$ cat src/rtl/coreUtils.sv
// Shared constants and types for the instruction fetch path.
package coreUtils;

    localparam logic [31:0] NOP              = 32'h0000_0013;
    localparam logic [31:0] RESET_PC_DEFAULT = 32'h0000_0000;
    localparam int unsigned FQ_DEPTH_DEFAULT = 2;

    // One fetched instruction together with the address it came from.
    typedef struct packed {
        logic [31:0] instr;
        logic [31:0] pc;
    } fq_entry_t;

    // Bypass is an absolute jump (halfword bit dropped); branch is base-relative.
    function automatic logic [31:0] redirect_target(
        input logic        bypass,
        input logic [31:0] pc_next,
        input logic [31:0] pc_base
    );
        if (bypass) begin
            return {pc_next[31:1], 1'b0};
        end
        return pc_base + pc_next;
    endfunction

endpackage

$ cat src/rtl/fetch_queue.sv
// Small circular FIFO holding fetched instructions between memory and decode.
module fetch_queue
    import coreUtils::*;
#(
    parameter int unsigned DEPTH = FQ_DEPTH_DEFAULT
) (
    input  logic                         i_clk,
    input  logic                         i_nreset,
    input  logic                         i_clear,
    input  logic                         i_push,
    input  logic                         i_pop,
    input  fq_entry_t                    i_data,
    output fq_entry_t                    o_data,
    output logic                         o_full,
    output logic                         o_empty,
    output logic [$clog2(DEPTH+1)-1:0]   o_count
);

    localparam int unsigned CNT_W = $clog2(DEPTH + 1);
    localparam int unsigned PTR_W = (DEPTH > 1) ? $clog2(DEPTH) : 1;

    fq_entry_t        r_mem [DEPTH];
    logic [PTR_W-1:0] r_wr_ptr;
    logic [PTR_W-1:0] r_rd_ptr;
    logic [CNT_W-1:0] r_count;

    logic w_do_push;
    logic w_do_pop;

    function automatic logic [PTR_W-1:0] ptr_inc(input logic [PTR_W-1:0] ptr);
        if (ptr == PTR_W'(DEPTH - 1)) begin
            return '0;
        end
        return ptr + 1'b1;
    endfunction

    assign o_empty   = (r_count == '0);
    assign o_full    = (r_count == CNT_W'(DEPTH));
    assign o_count   = r_count;
    assign o_data    = r_mem[r_rd_ptr];

    // A full queue still accepts a push when the head leaves in the same cycle.
    assign w_do_pop  = i_pop && !o_empty;
    assign w_do_push = i_push && (!o_full || w_do_pop);

    // Entry storage; contents are only observed through the count, so no reset.
    always_ff @(posedge i_clk) begin
        if (w_do_push && !i_clear) begin
            r_mem[r_wr_ptr] <= i_data;
        end
    end

    // Pointer and occupancy tracking; clear empties the queue in one cycle.
    always_ff @(posedge i_clk or negedge i_nreset) begin
        if (!i_nreset) begin
            r_wr_ptr <= '0;
            r_rd_ptr <= '0;
            r_count  <= '0;
        end else if (i_clear) begin
            r_wr_ptr <= '0;
            r_rd_ptr <= '0;
            r_count  <= '0;
        end else begin
            if (w_do_push) begin
                r_wr_ptr <= ptr_inc(r_wr_ptr);
            end
            if (w_do_pop) begin
                r_rd_ptr <= ptr_inc(r_rd_ptr);
            end
            if (w_do_push && !w_do_pop) begin
                r_count <= r_count + 1'b1;
            end else if (w_do_pop && !w_do_push) begin
                r_count <= r_count - 1'b1;
            end
        end
    end

    // The upstream request gate reserves a slot per request, so this never fires.
    a_no_overflow: assert property (
        @(posedge i_clk) disable iff (!i_nreset) !(i_push && o_full && !i_pop)
    );

endmodule

$ cat src/rtl/fetch_unit.sv
// Instruction fetch stage: issues word fetches, queues responses, feeds IF/ID.
module fetch_unit
    import coreUtils::*;
#(
    parameter logic [31:0] RESET_PC = RESET_PC_DEFAULT,
    parameter int unsigned FQ_DEPTH = FQ_DEPTH_DEFAULT
) (
    input  logic        Clock,
    input  logic        nReset,
    input  logic        hold,
    input  logic        flush,
    input  logic        branch,
    input  logic        bypass,
    input  logic [31:0] PCnext,
    input  logic [31:0] PCbase,
    output logic        imemReq,
    output logic [31:0] imemAddr,
    input  logic        imemReady,
    input  logic        imemRespValid,
    input  logic [31:0] imemRdata,
    output logic        validID,
    output logic [31:0] instrID,
    output logic [31:0] PCID
);

    localparam int unsigned CNT_W = $clog2(FQ_DEPTH + 1);

    logic [31:0]      r_pc_f;
    logic [31:0]      r_resp_pc;
    logic [CNT_W-1:0] r_outstanding;
    logic [CNT_W-1:0] r_drop_count;
    logic             r_valid_id;
    logic [31:0]      r_instr_id;
    logic [31:0]      r_pc_id;

    logic             w_redirect;
    logic [31:0]      w_target;
    logic             w_accept;
    logic             w_push;
    logic             w_pop;
    logic             w_fq_empty;
    logic             w_fq_full;
    logic [CNT_W-1:0] w_fq_count;
    logic [CNT_W:0]   w_in_use;
    fq_entry_t        w_push_data;
    fq_entry_t        w_head;

    assign w_redirect = branch || bypass;
    assign w_target   = redirect_target(bypass, PCnext, PCbase);

    // Every in-flight request owns a queue slot, so the queue can never overflow.
    assign w_in_use   = {1'b0, w_fq_count} + {1'b0, r_outstanding};
    assign imemReq    = nReset && !w_redirect && !w_fq_full
                        && (w_in_use < (CNT_W + 1)'(FQ_DEPTH));
    assign imemAddr   = r_pc_f;
    assign w_accept   = imemReq && imemReady;

    // Responses in a redirect cycle or owed to an older stream are discarded.
    assign w_push      = imemRespValid && !w_redirect && (r_drop_count == '0);
    assign w_push_data = '{instr: imemRdata, pc: r_resp_pc};

    // Head moves into IF/ID only when decode is neither flushed nor stalled.
    assign w_pop      = !flush && !w_redirect && !hold && !w_fq_empty;

    fetch_queue #(
        .DEPTH (FQ_DEPTH)
    ) u_fetch_queue (
        .i_clk    (Clock),
        .i_nreset (nReset),
        .i_clear  (w_redirect),
        .i_push   (w_push),
        .i_pop    (w_pop),
        .i_data   (w_push_data),
        .o_data   (w_head),
        .o_full   (w_fq_full),
        .o_empty  (w_fq_empty),
        .o_count  (w_fq_count)
    );

    // Fetch PC: jump on redirect, otherwise step one word per accepted request.
    always_ff @(posedge Clock or negedge nReset) begin
        if (!nReset) begin
            r_pc_f <= RESET_PC;
        end else if (w_redirect) begin
            r_pc_f <= w_target;
        end else if (w_accept) begin
            r_pc_f <= r_pc_f + 32'd4;
        end
    end

    // Response PC tags each kept response with the address it was fetched from.
    always_ff @(posedge Clock or negedge nReset) begin
        if (!nReset) begin
            r_resp_pc <= RESET_PC;
        end else if (w_redirect) begin
            r_resp_pc <= w_target;
        end else if (w_push) begin
            r_resp_pc <= r_resp_pc + 32'd4;
        end
    end

    // In-flight request count, including ones that will be dropped.
    always_ff @(posedge Clock or negedge nReset) begin
        if (!nReset) begin
            r_outstanding <= '0;
        end else begin
            r_outstanding <= r_outstanding + CNT_W'(w_accept) - CNT_W'(imemRespValid);
        end
    end

    // Stale responses still to be discarded after the latest redirect.
    always_ff @(posedge Clock or negedge nReset) begin
        if (!nReset) begin
            r_drop_count <= '0;
        end else if (w_redirect) begin
            r_drop_count <= r_outstanding - CNT_W'(imemRespValid);
        end else if (imemRespValid && (r_drop_count != '0)) begin
            r_drop_count <= r_drop_count - 1'b1;
        end
    end

    // IF/ID register: flush/redirect bubble, hold freezes, else pop or bubble.
    always_ff @(posedge Clock or negedge nReset) begin
        if (!nReset) begin
            r_valid_id <= 1'b0;
            r_instr_id <= NOP;
            r_pc_id    <= '0;
        end else if (flush || w_redirect) begin
            r_valid_id <= 1'b0;
            r_instr_id <= NOP;
        end else if (!hold) begin
            if (!w_fq_empty) begin
                r_valid_id <= 1'b1;
                r_instr_id <= w_head.instr;
                r_pc_id    <= w_head.pc;
            end else begin
                r_valid_id <= 1'b0;
                r_instr_id <= NOP;
            end
        end
    end

    assign validID = r_valid_id;
    assign instrID = r_instr_id;
    assign PCID    = r_pc_id;

endmodule

$ cat config.mk
export PLATFORM = sky130hd
export DESIGN_NAME = fetch_unit
export DESIGN_NICKNAME = d
export VERILOG_FILES = /design/src/rtl/coreUtils.sv /design/src/rtl/fetch_queue.sv /design/src/rtl/fetch_unit.sv
export SDC_FILE = /design/constraint.sdc
export NUM_CORES = 1
export LEC_CHECK = 0
export BUFFER_PORTS_ARGS = -buffer_cell sky130_fd_sc_hd__buf_2
export CAP_MARGIN = 20
export CORE_ASPECT_RATIO = 1.1
export CORE_MARGIN = 2
export CORE_UTILIZATION = 57
export CTS_CLUSTER_DIAMETER = 80
export DETAILED_ROUTE_END_ITERATION = 16
export HOLD_SLACK_MARGIN = 0.05
export PLACE_DENSITY = 0.8
export SETUP_SLACK_MARGIN = 0.15
export SKIP_LAST_GASP = 1
export SLEW_MARGIN = 15
export SYNTH_ARGS = -nofsm -noshare
export SYNTH_HDL_FRONTEND = slang
export SYNTH_SLANG_ARGS = --single-unit
$ cat constraint.sdc
create_clock -name Clock -period 5.85 [get_ports Clock]
set_input_delay 0.585 -clock Clock [delete_from_list [all_inputs] [get_ports Clock]]
set_output_delay 0.585 -clock Clock [all_outputs]
set_load 0.005 [all_outputs]
==> results of run 1 <==
-- power groups by stage --
stage	logic, W	registers (W)	clock network (W)
finish	0.000689	0.00222	0.00163
global route	0.000768	0.00224	0.00173
CTS	0.000686	0.00221	0.00166
detailed placement	0.000680	0.00225	0
global placement	0.000663	0.00224	0
floorplan	0.000442	0.00222	0
-- registers in the layout (all words and copies together) (netlist names) --
signal / count
r_outstanding: 2
imemAddr: 32
validID: 1
u_fetch_queue.r_rd_ptr: 1
r_resp_pc: 30
u_fetch_queue.o_count: 2
u_fetch_queue.r_wr_ptr: 1
PCID: 32
r_drop_count: 2
u_fetch_queue.r_mem: 128
instrID: 32
-- routing by layer --
metal  GRT usage  up-vias  routed length (µm)
li1            -     4804                   -
met1      0.3481     4922               13310
met2      0.4293      443               15300
met3     0.04930       60                2528
met4     0.07662        0                 791
met5           0        -                   0
-- cell usage in the layout (no fill, tap or decap), types with 5 or more instances in the layout --
master,instances
a211oi_1,7
a21o_1,12
a21oi_1,90
a22oi_1,12
a2bb2oi_1,5
a31oi_1,17
a41oi_1,5
and2_1,6
and3_1,17
buf_2,200
buf_4,8
bufinv_16,6
clkbuf_1,5
clkbuf_16,23
dfrtp_1,131
edfxtp_1,128
ha_1,38
inv_1,21
mux2i_1,71
nand2_1,135
nand2b_1,7
nand3_1,36
nand4_1,10
nor2_1,85
nor2b_1,7
nor3_1,21
o21a_1,20
o21ai_0,114
o21bai_1,7
o22a_1,18
o22ai_1,5
o31ai_1,12
xnor2_1,22
xor2_1,14
-- cell families after synthesis --
logic type               share of synthesized area
AO/OA/AOI/OAI                               0.1736
XOR/XNOR                                   0.02414
adder cells (fa/ha/maj)                    0.03948
buffers and inverters                      0.03076
flip-flops                                  0.5533
multiplexers                               0.05442
AND/OR/NAND/NOR                             0.1243
-- how the worst max path moves through the flow --
stage | to | depth (start not counted)
3_5_place_dp | u_fetch_queue.r_mem[0][57] | 8
3_3_place_gp | u_fetch_queue.r_mem[0][57] | 8
6_report | u_fetch_queue.r_mem[0][1] | 8
2_1_floorplan | u_fetch_queue.r_mem[0][0] | 8
5_1_grt | u_fetch_queue.r_mem[0][58] | 8
4_1_cts | u_fetch_queue.r_mem[0][2] | 8
-- area by class of cell --
type,count,share of cell area
well taps,300,0.02495
multi-input cells,860,0.3620
clock buffers,29,0.04042
repair buffers,210,0.07261
inverters,22,0.005489
flip-flops and latches,263,0.4806
clock inverters,12,0.01397
-- synth_stat cells (14+ instances only) --
library cell,count
a21oi_1,90
a31oi_1,17
and3_1,17
clkbuf_1,38
dfrtp_1,132
edfxtp_1,128
ha_1,38
inv_1,22
mux2i_1,71
nand2_1,135
nand3_1,36
nor2_1,85
nor3_1,21
o21a_1,20
o21ai_0,114
o22a_1,18
xnor2_1,22
xor2_1,14
-- through the flow --
stage | hold slack [ns] | total power [W] | util | area, µm² | setup WS [ns]
finish | 0.06680 | 0.004537 | 0.6623 | 15040 | 2.344
global route | 0.1149 | 0.004730 | 0.6623 | 15040 | 2.071
CTS | 0.08951 | 0.004555 | 0.6614 | 15020 | 2.376
detailed placement | 0.4650 | 0.002930 | 0.6254 | 14200 | 1.891
global placement | 0.4562 | 0.002903 | 0.6254 | 14200 | 1.967
floorplan | 0.2894 | 0.002660 | - | 13060 | 0.3604
-- critical path, delay by kind of cell --
kind	cells	cell delay, ns
AOI/OAI and AO/OA	1	0.54
and+or+nand+nor	3	1.28
buffers and inverters	4	1.19
==> impl_metrics.env, run 1 <==
export IMPL_start_util=0.5749
export IMPL_finalCriticalPeriod_ns=3.506
export IMPL_max_cap_violations=0
export IMPL_finalHoldViolations=0
export IMPL_worstPathMaxFanout=43
export IMPL_drive_gt1_frac=0.1913
export IMPL_dieArea_um2=24140
export IMPL_ff2ff_path_depth=6
export IMPL_dr_pass1_iters=5
export IMPL_cts_tree="built"
export IMPL_fp_dieW_um=148.3
export IMPL_numCtsBuffers=23
export IMPL_vias_per_cell=6.031
export IMPL_grt_overflow=0
export IMPL_drtIter0Drc=1051
export IMPL_ant_nets=0
export IMPL_synth_seq_area_share=0.5533
export IMPL_slew_headroom=0.3253
export IMPL_switching_power_w=0.001168
export IMPL_seqCellArea_um2=7229
export IMPL_cts_resized=0
export IMPL_reg2reg_from="r_drop_count[1]"
export IMPL_cpMaxStageDelayCell="nor2b_4"
export IMPL_grt_max_degree=96
export IMPL_worstMarginPinSlew_ns=1.008
export IMPL_antenna_found_initial=0
export IMPL_synthCells=1204
export IMPL_drc_errors=0
export IMPL_dp_hpwl_um=22630
export IMPL_fill_cells=1724
export IMPL_fin_cells=1696
export IMPL_grt_pass1_vias=9906
export IMPL_path_cells="buf_2, inv_1, nand2_1, nor4_4, inv_2, a211oi_1, nor2b_4, buf_4"
export IMPL_fmax_mhz=285.2
export IMPL_clock_path_buffers=3
export IMPL_diodes=0
export IMPL_critPathMaxStageDelay_ns=0.69
export IMPL_rsz0062_at_grt="false"
export IMPL_clockRootBuffer="clkbuf_16"
export IMPL_ys_types=71
export IMPL_worstPathRequired_ns=5.98
export IMPL_outcome="complete, no violations"
export IMPL_numPortBuffers=201
export IMPL_path_class="in2reg"
export IMPL_synth_area_leader_cell="edfxtp_1"
export IMPL_clock_latency_ns=0.50
export IMPL_post_route_period_util=0.5994
export IMPL_routed_wl_um=31930
export IMPL_fin_skew_ns=0.01159
export IMPL_fin_setup_tns_ns=0
export IMPL_endpoint_kind="register"
export IMPL_pwr_share_clk=0.359
export IMPL_finalSetupViolCount=0
export IMPL_final_nets=1524
export IMPL_synth_warning_count=0
export IMPL_synth_top_area_share=0.2943
export IMPL_synth_edf_count=128
export IMPL_slew_violations=0
export IMPL_ir_drop_uv=199.3
export IMPL_synthArstFlopShare=0.5133
export IMPL_power_leakage_nw=6.210
export IMPL_syn_area_um2=13060
export IMPL_vias=10229
export IMPL_wl_per_cell_um=18.82
export IMPL_synth_fp_nets=1348
export IMPL_grt_pass1_wl_um=50110
export IMPL_place_inst=1654
export IMPL_synth_area_leaders="edfxtp_1 (29%), dfrtp_1 (25%), mux2i_1 (5.4%)"
export IMPL_intPower_w=0.003369
export IMPL_clk_pin_slew_worst_paths_ns=0.06
export IMPL_seq_power_share=0.489
export IMPL_crit_path_start_kind="input port"
export IMPL_worst_endpoint_arrival_ns=3.64
export IMPL_timing_rr_end="u_fetch_queue.r_mem[0][1]"
export IMPL_die_h_um=162.8
export IMPL_r2r_slack_ns=2.54
export IMPL_p_sw_frac=0.2575
export IMPL_hold_buffers=0
export IMPL_p_comb_frac=0.152
export IMPL_post_cts_repair_setup_buffers=0
export IMPL_syn_area_per_cell_um2=10.85
export IMPL_startpoint="bypass"
export IMPL_area_delta_synth_final_pct=15.20
export IMPL_grt_usage=0.2582
export IMPL_cts_num_sinks=263
export IMPL_multi_input_area_um2=5445
export IMPL_ios=202
export IMPL_synth_seq_cells=263
export IMPL_powerDensity_nw_per_um2=301.6
export IMPL_gp_congestion=0.9567
export IMPL_synth_flop_cell="dfrtp_1"
export IMPL_cts_max_level=1
export IMPL_std_cell_rows=58
export IMPL_coreArea_um2=22710
export IMPL_hp_class="in2async"
No activity file was read; power rests on OpenSTA's default activity.
==> run 2, diff against run 1 <==
CORE_UTILIZATION = 52   (was 57)
PLACE_DENSITY = 0.77   (was 0.8)
clock period = 3.2 ns   (was 5.85 ns; I/O delays follow)
==> run 2 against run 1 <==
Count of clock-buffer cells in the layout up 4. Worst hold slack better by 0.0026 ns. Via count up 0.61%. Register-to-register slack worse by 2.0 ns. Wire length up 1.4%. Clock power up 80%. Cell area up 4.2%. Setup slack worse by 1.8 ns. Non-clock buffer count up 63. Critical endpoint is now imemAddr[29]. First-iteration DRC count down 24%. Global-route usage down 1.3 points.
==> impl_metrics.env, run 2 (synthesized netlist as in run 1, its figures left out) <==
export IMPL_min_delay_start="PCnext[1]"
export IMPL_startpoint="u_fetch_queue.o_count[0]"
export IMPL_fmax_mhz=369.9
export IMPL_power_leakage_nw=6.508
export IMPL_power_w=0.008330
export IMPL_endpoint_kind="register"
export IMPL_max_cap_violations=0
export IMPL_worstPathRequired_ns=3.59
export IMPL_slew_headroom=0.4198
export IMPL_grt_max_degree=136
export IMPL_final_area_um2=15680
export IMPL_fin_skew_ns=0.02354
export IMPL_final_common_cell="buf_2"
export IMPL_dr_pass1_iters=5
export IMPL_finalSetupViolCount=0
export IMPL_path_class="reg2reg"
export IMPL_regMostFlops="u_fetch_queue.r_mem"
export IMPL_worst_endpoint_arrival_ns=3.10
export IMPL_clockRootBuffer="clkbuf_16"
export IMPL_cts_num_sinks=263
export IMPL_routed_wl_um=32360
export IMPL_numPortBuffers=201
export IMPL_wl_per_cell_um=18.24
export IMPL_timing_hold_ws_ns=0.06943
export IMPL_diodes=0
export IMPL_vias_per_cell=5.801
export IMPL_place_inst=1695
export IMPL_placed_cell_area_um2=14510
export IMPL_finalHoldViolations=0
export IMPL_dp_hpwl_um=22770
export IMPL_gp_congestion=0.9080
export IMPL_hp_class="in2reg"
export IMPL_crit_path_start_kind="register"
export IMPL_final_nets=1589
export IMPL_cts_tree="built"
export IMPL_worstMarginPinSlew_ns=0.8671
export IMPL_dieArea_um2=26400
export IMPL_rsz0062_at_grt="false"
export IMPL_grt_pass1_wl_um=52150
export IMPL_std_cell_rows=60
export IMPL_start_util=0.5320
export IMPL_outcome="complete, no violations"
export IMPL_finalCriticalPeriod_ns=2.703
export IMPL_cts_max_level=1
export IMPL_antenna_found_initial=0
export IMPL_die_h_um=170.2
export IMPL_reg2reg_from="u_fetch_queue.o_count[0]"
export IMPL_drtIter0Drc=801
export IMPL_grt_overflow=0
export IMPL_ir_drop_uv=345.7
export IMPL_clk_pin_slew_worst_paths_ns=0.06
export IMPL_vias=10291
export IMPL_slew_violations=0
export IMPL_grt_pass1_vias=10195
export IMPL_fin_cells=1774
export IMPL_ios=202
export IMPL_largest_reg_flops=128
export IMPL_powerDensity_nw_per_um2=531.4
export IMPL_coreArea_um2=24550
export IMPL_drc_errors=0
export IMPL_fp_dieW_um=155.1
export IMPL_clock_path_buffers=3
export IMPL_fin_setup_tns_ns=0
export IMPL_post_route_period_util=0.8448
export IMPL_area_delta_synth_final_pct=20.03
export IMPL_clock_latency_ns=0.52
export IMPL_ant_nets=0
export IMPL_drive_gt1_frac=0.2090
export IMPL_numCtsBuffers=25
export IMPL_grt_usage=0.2454
export IMPL_final_cell_mix="buf_2 (200), nand2_1 (135), dfrtp_1 (131), edfxtp_1 (128), o21ai_0 (114)"
export IMPL_worstPathMaxFanout=16
run 2: changes by cell type in the layout (fill, tap and decap cells not counted), moves of 2 or more:
cell,previous run,this run
dlygate4sd3_1,0,33
clkinvlp_4,1,4
buf_4,8,35
clkbuf_16,23,25
clkbuf_8,1,5
clkbuf_1,5,3
buf_12,1,4
bufinv_16,6,2
run 2: worst max-delay path: stages, from the launching register on:
cell and delay (ns):
dfrtp_1 0.44, nand2_1 0.11, fa_1 0.45, nand3_1 0.10, nor3_1 0.05, and2_1 0.19
inv_1 0.26, nand2_1 0.50, o221a_2 0.46
run 2: through the flow:
stage / setup slack [ns] / util
after floorplan: 0.1567 / -
after global placement: 0.1041 / 0.5912
after detailed placement: 0.07070 / 0.5912
after CTS: 0.5204 / 0.6385
after global routing: 0.3150 / 0.6385
final: 0.4966 / 0.6385
run 2: routing by layer:
metal,wire [µm],GRT usage
met2,15120,0.4085
met4,763,0.07488
met5,0,0
met1,13640,0.3250
met3,2846,0.05144
run 2: power breakdown:
group	internal, W	switching [W]	total, W	leakage, nW
combinational	0.000585	0.000759	0.00134	3.17
sequential	0.00381	0.000238	0.00405	2.94
clock	0.00172	0.00122	0.00294	0.400
run 2: worst paths after layout:
check,end,slack (ns),depth (start not counted)
worst max-delay path,imemAddr[29],0.50,8
worst min-delay path,imemAddr[1],0.07,3
worst max register to register,imemAddr[29],0.50,8
worst min register to register,PCID[5],0.47,2
max in group asynchronous,u_fetch_queue.r_rd_ptr,2.11,3
min in group asynchronous,instrID[29],0.52,3
run 2: layout make-up:
class	count	area [µm²]
Fill cell	1984	8874
Tap cell	310	387.9
Inverter	22	82.58
Timing Repair Buffer	273	1685
Clock buffer	33	705.7
Sequential cell	263	7229
Multi-Input combinational cell	860	5458
Clock inverter	13	126.4
run 2: timing repair:
item	4_1_cts	5_1_grt
resized for setup	0	0
hold endpoints to repair	196	0
hold buffers	33	0
setup buffers	0	0
==> run 3, diff against run 2 <==
CORE_UTILIZATION = 57   (was 52)
PLACE_DENSITY = 0.8   (was 0.77)
clock period = 2.76 ns   (was 3.2 ns; I/O delays follow)
==> run 3 against run 2 <==
Worst hold slack improved by 0.013 ns. Clock skew decreased by 0.014 ns. Largest power group unchanged. Cell count increased by 3.0%. Clock power increased by 12%. Largest cell class unchanged.
==> impl_metrics.env, run 3 (synthesized netlist as in run 1, its figures left out) <==
export IMPL_outcome="complete, no violations"
export IMPL_antenna_found_initial=0
export IMPL_clock_latency_ns=0.51
export IMPL_drc_errors=0
export IMPL_fin_skew_ns=0.009134
export IMPL_critPathMaxStageDelay_ns=0.50
export IMPL_final_cell_mix="buf_2 (200), nand2_1 (134), dfrtp_1 (128), edfxtp_1 (128), o21ai_0 (114)"
export IMPL_final_common_cell="buf_2"
export IMPL_crit_family="compound AO/OA/AOI/OAI gates"
export IMPL_timing_hold_ws_ns=0.08245
export IMPL_ant_nets=0
export IMPL_routed_wl_um=34760
export IMPL_r2r_slack_ns=0.25
export IMPL_final_nets=1654
export IMPL_ios=202
export IMPL_path_cells="buf_2, ha_2, fa_2, a21oi_2, o22ai_2, o211ai_1, o311ai_2, and2_4, a211o_1, a22o_1, o21a_1, o22a_1"
export IMPL_grt_pass1_vias=10722
export IMPL_clockRootBuffer="clkbuf_16"
export IMPL_numCtsBuffers=24
export IMPL_powerDensity_nw_per_um2=597.4
export IMPL_timing_rr_end="r_outstanding[1]"
export IMPL_max_cap_violations=0
export IMPL_endpoint_kind="register"
export IMPL_wl_met3_um=2763
export IMPL_dr_pass1_iters=7
export IMPL_finalHoldViolations=0
export IMPL_cts_num_sinks=263
export IMPL_worstPathMaxFanout=5
export IMPL_clk_pin_slew_worst_paths_ns=0.06
export IMPL_top_layer="met4"
export IMPL_crit_path_start_kind="input port"
export IMPL_final_area_um2=16270
export IMPL_coreArea_um2=22710
export IMPL_drive_gt1_frac=0.2585
export IMPL_finalSetupViolCount=0
export IMPL_utilization=0.7162
export IMPL_area_delta_synth_final_pct=24.58
export IMPL_worst_endpoint_arrival_ns=2.95
export IMPL_die_h_um=162.8
export IMPL_grt_overflow=0
export IMPL_slew_violations=0
export IMPL_min_delay_start="PCnext[24]"
export IMPL_gp_congestion=0.9553
export IMPL_power_w=0.009719
export IMPL_wl_met2_um=16930
export IMPL_holdPathEnd="imemAddr[24]"
export IMPL_worstPathRequired_ns=3.16
export IMPL_grt_max_degree=136
export IMPL_largest_reg_flops=128
export IMPL_dieArea_um2=24140
export IMPL_power_leakage_nw=6.829
export IMPL_rsz0062_at_grt="true"
export IMPL_post_route_period_util=0.9249
export IMPL_cts_max_level=1
export IMPL_vias_per_cell=5.915
export IMPL_grt_usage=0.2833
export IMPL_fp_dieW_um=148.3
export IMPL_multi_input_area_um2=5595
export IMPL_seqCellArea_um2=7233
export IMPL_std_cell_rows=58
export IMPL_finalCriticalPeriod_ns=2.553
export IMPL_reg2reg_from="u_fetch_queue.o_count[0]"
export IMPL_drtIter0Drc=887
export IMPL_start_util=0.5749
export IMPL_wl_per_cell_um=19.02
export IMPL_cpMaxStageDelayCell="o211ai_1"
export IMPL_cts_tree="built"
export IMPL_diodes=0
export IMPL_ff2ff_path_depth=11
export IMPL_slew_headroom=0.4855
export IMPL_regMostFlops="u_fetch_queue.r_mem"
export IMPL_placed_cell_area_um2=15050
export IMPL_holdPathStages=3
export IMPL_grt_pass1_wl_um=54550
export IMPL_path_class="in2reg"
export IMPL_worstMarginPinSlew_ns=0.7718
export IMPL_hp_class="in2reg"
export IMPL_clock_path_buffers=3
export IMPL_ir_drop_uv=374.5
export IMPL_m1WireLength_um=14030
export IMPL_fill_cells=1573
export IMPL_worstPathBufferInverterCount=1
export IMPL_fmax_mhz=391.8
export IMPL_numPortBuffers=201
export IMPL_vias=10813
export IMPL_dp_hpwl_um=24340
[run 3: metal layers]
metal  track usage  vias to the layer above
li1              -                     5063
met3       0.05182                       75
met2        0.4844                      508
met5             0                        -
met4       0.09697                        0
met1        0.3659                     5167
[run 3: area by class of cell]
cell class	instances	area share
well taps	300	0.02307
repair buffers	339	0.1342
inverters	22	0.005691
flip-flops and latches	263	0.4446
clock inverters	16	0.008691
multi-input cells	860	0.3439
clock buffers	28	0.03976
[run 3: repair_timing]
action | CTS | global route
buffers inserted | 0 | 1
endpoints found under the hold margin | 197 | 0
pin swaps | 0 | 3
gates resized for setup | 2 | 18
setup endpoints to repair | 1 | 34
hold buffers | 34 | 0
[run 3: worst max-delay path by stage]
stage | cells after the start | start | end | slack [ns]
detailed placement | 12 | PCnext[0] | r_resp_pc[22] | -0.32
floorplan | 8 | branch | u_fetch_queue.r_mem[0][0] | -0.13
CTS | 11 | r_outstanding[1] | r_outstanding[1] | 0.16
global placement | 12 | PCnext[0] | r_resp_pc[22] | -0.24
finish | 12 | PCnext[0] | r_resp_pc[22] | 0.21
global route | 11 | u_fetch_queue.o_count[0] | r_outstanding[1] | 0.11
[run 3: worst reg2reg max path: stages (launching register included)]
cell     delay (ns)
dfrtp_1        0.45
nand2_1        0.10
fa_1           0.49
nand3_1        0.09
nor3_2         0.15
and2_4         0.23
inv_1          0.07
ha_1           0.27
inv_1          0.04
ha_1           0.20
xnor2_2        0.18
xnor2_1        0.16
[run 3: where the power goes]
group	total (W)	internal (W)	switching, W	leakage (nW)
combinational	0.00173	0.000792	0.000942	3.50
sequential	0.00470	0.00442	0.000288	2.93
clock	0.00328	0.00188	0.00140	0.393
[run 3: metrics by stage]
| step | cells | setup slack (ns) | TNS, ns |
|---|---|---|---|
| 2_1_floorplan | 1204 | -0.1282 | -8.204 |
| 3_3_place_gp | 1749 | -0.2405 | -2.663 |
| 3_5_place_dp | 1749 | -0.3233 | -3.985 |
| 4_1_cts | 1827 | 0.1599 | 0 |
| 5_1_grt | 1828 | 0.1071 | 0 |
| 6_report | 1828 | 0.2074 | 0 |
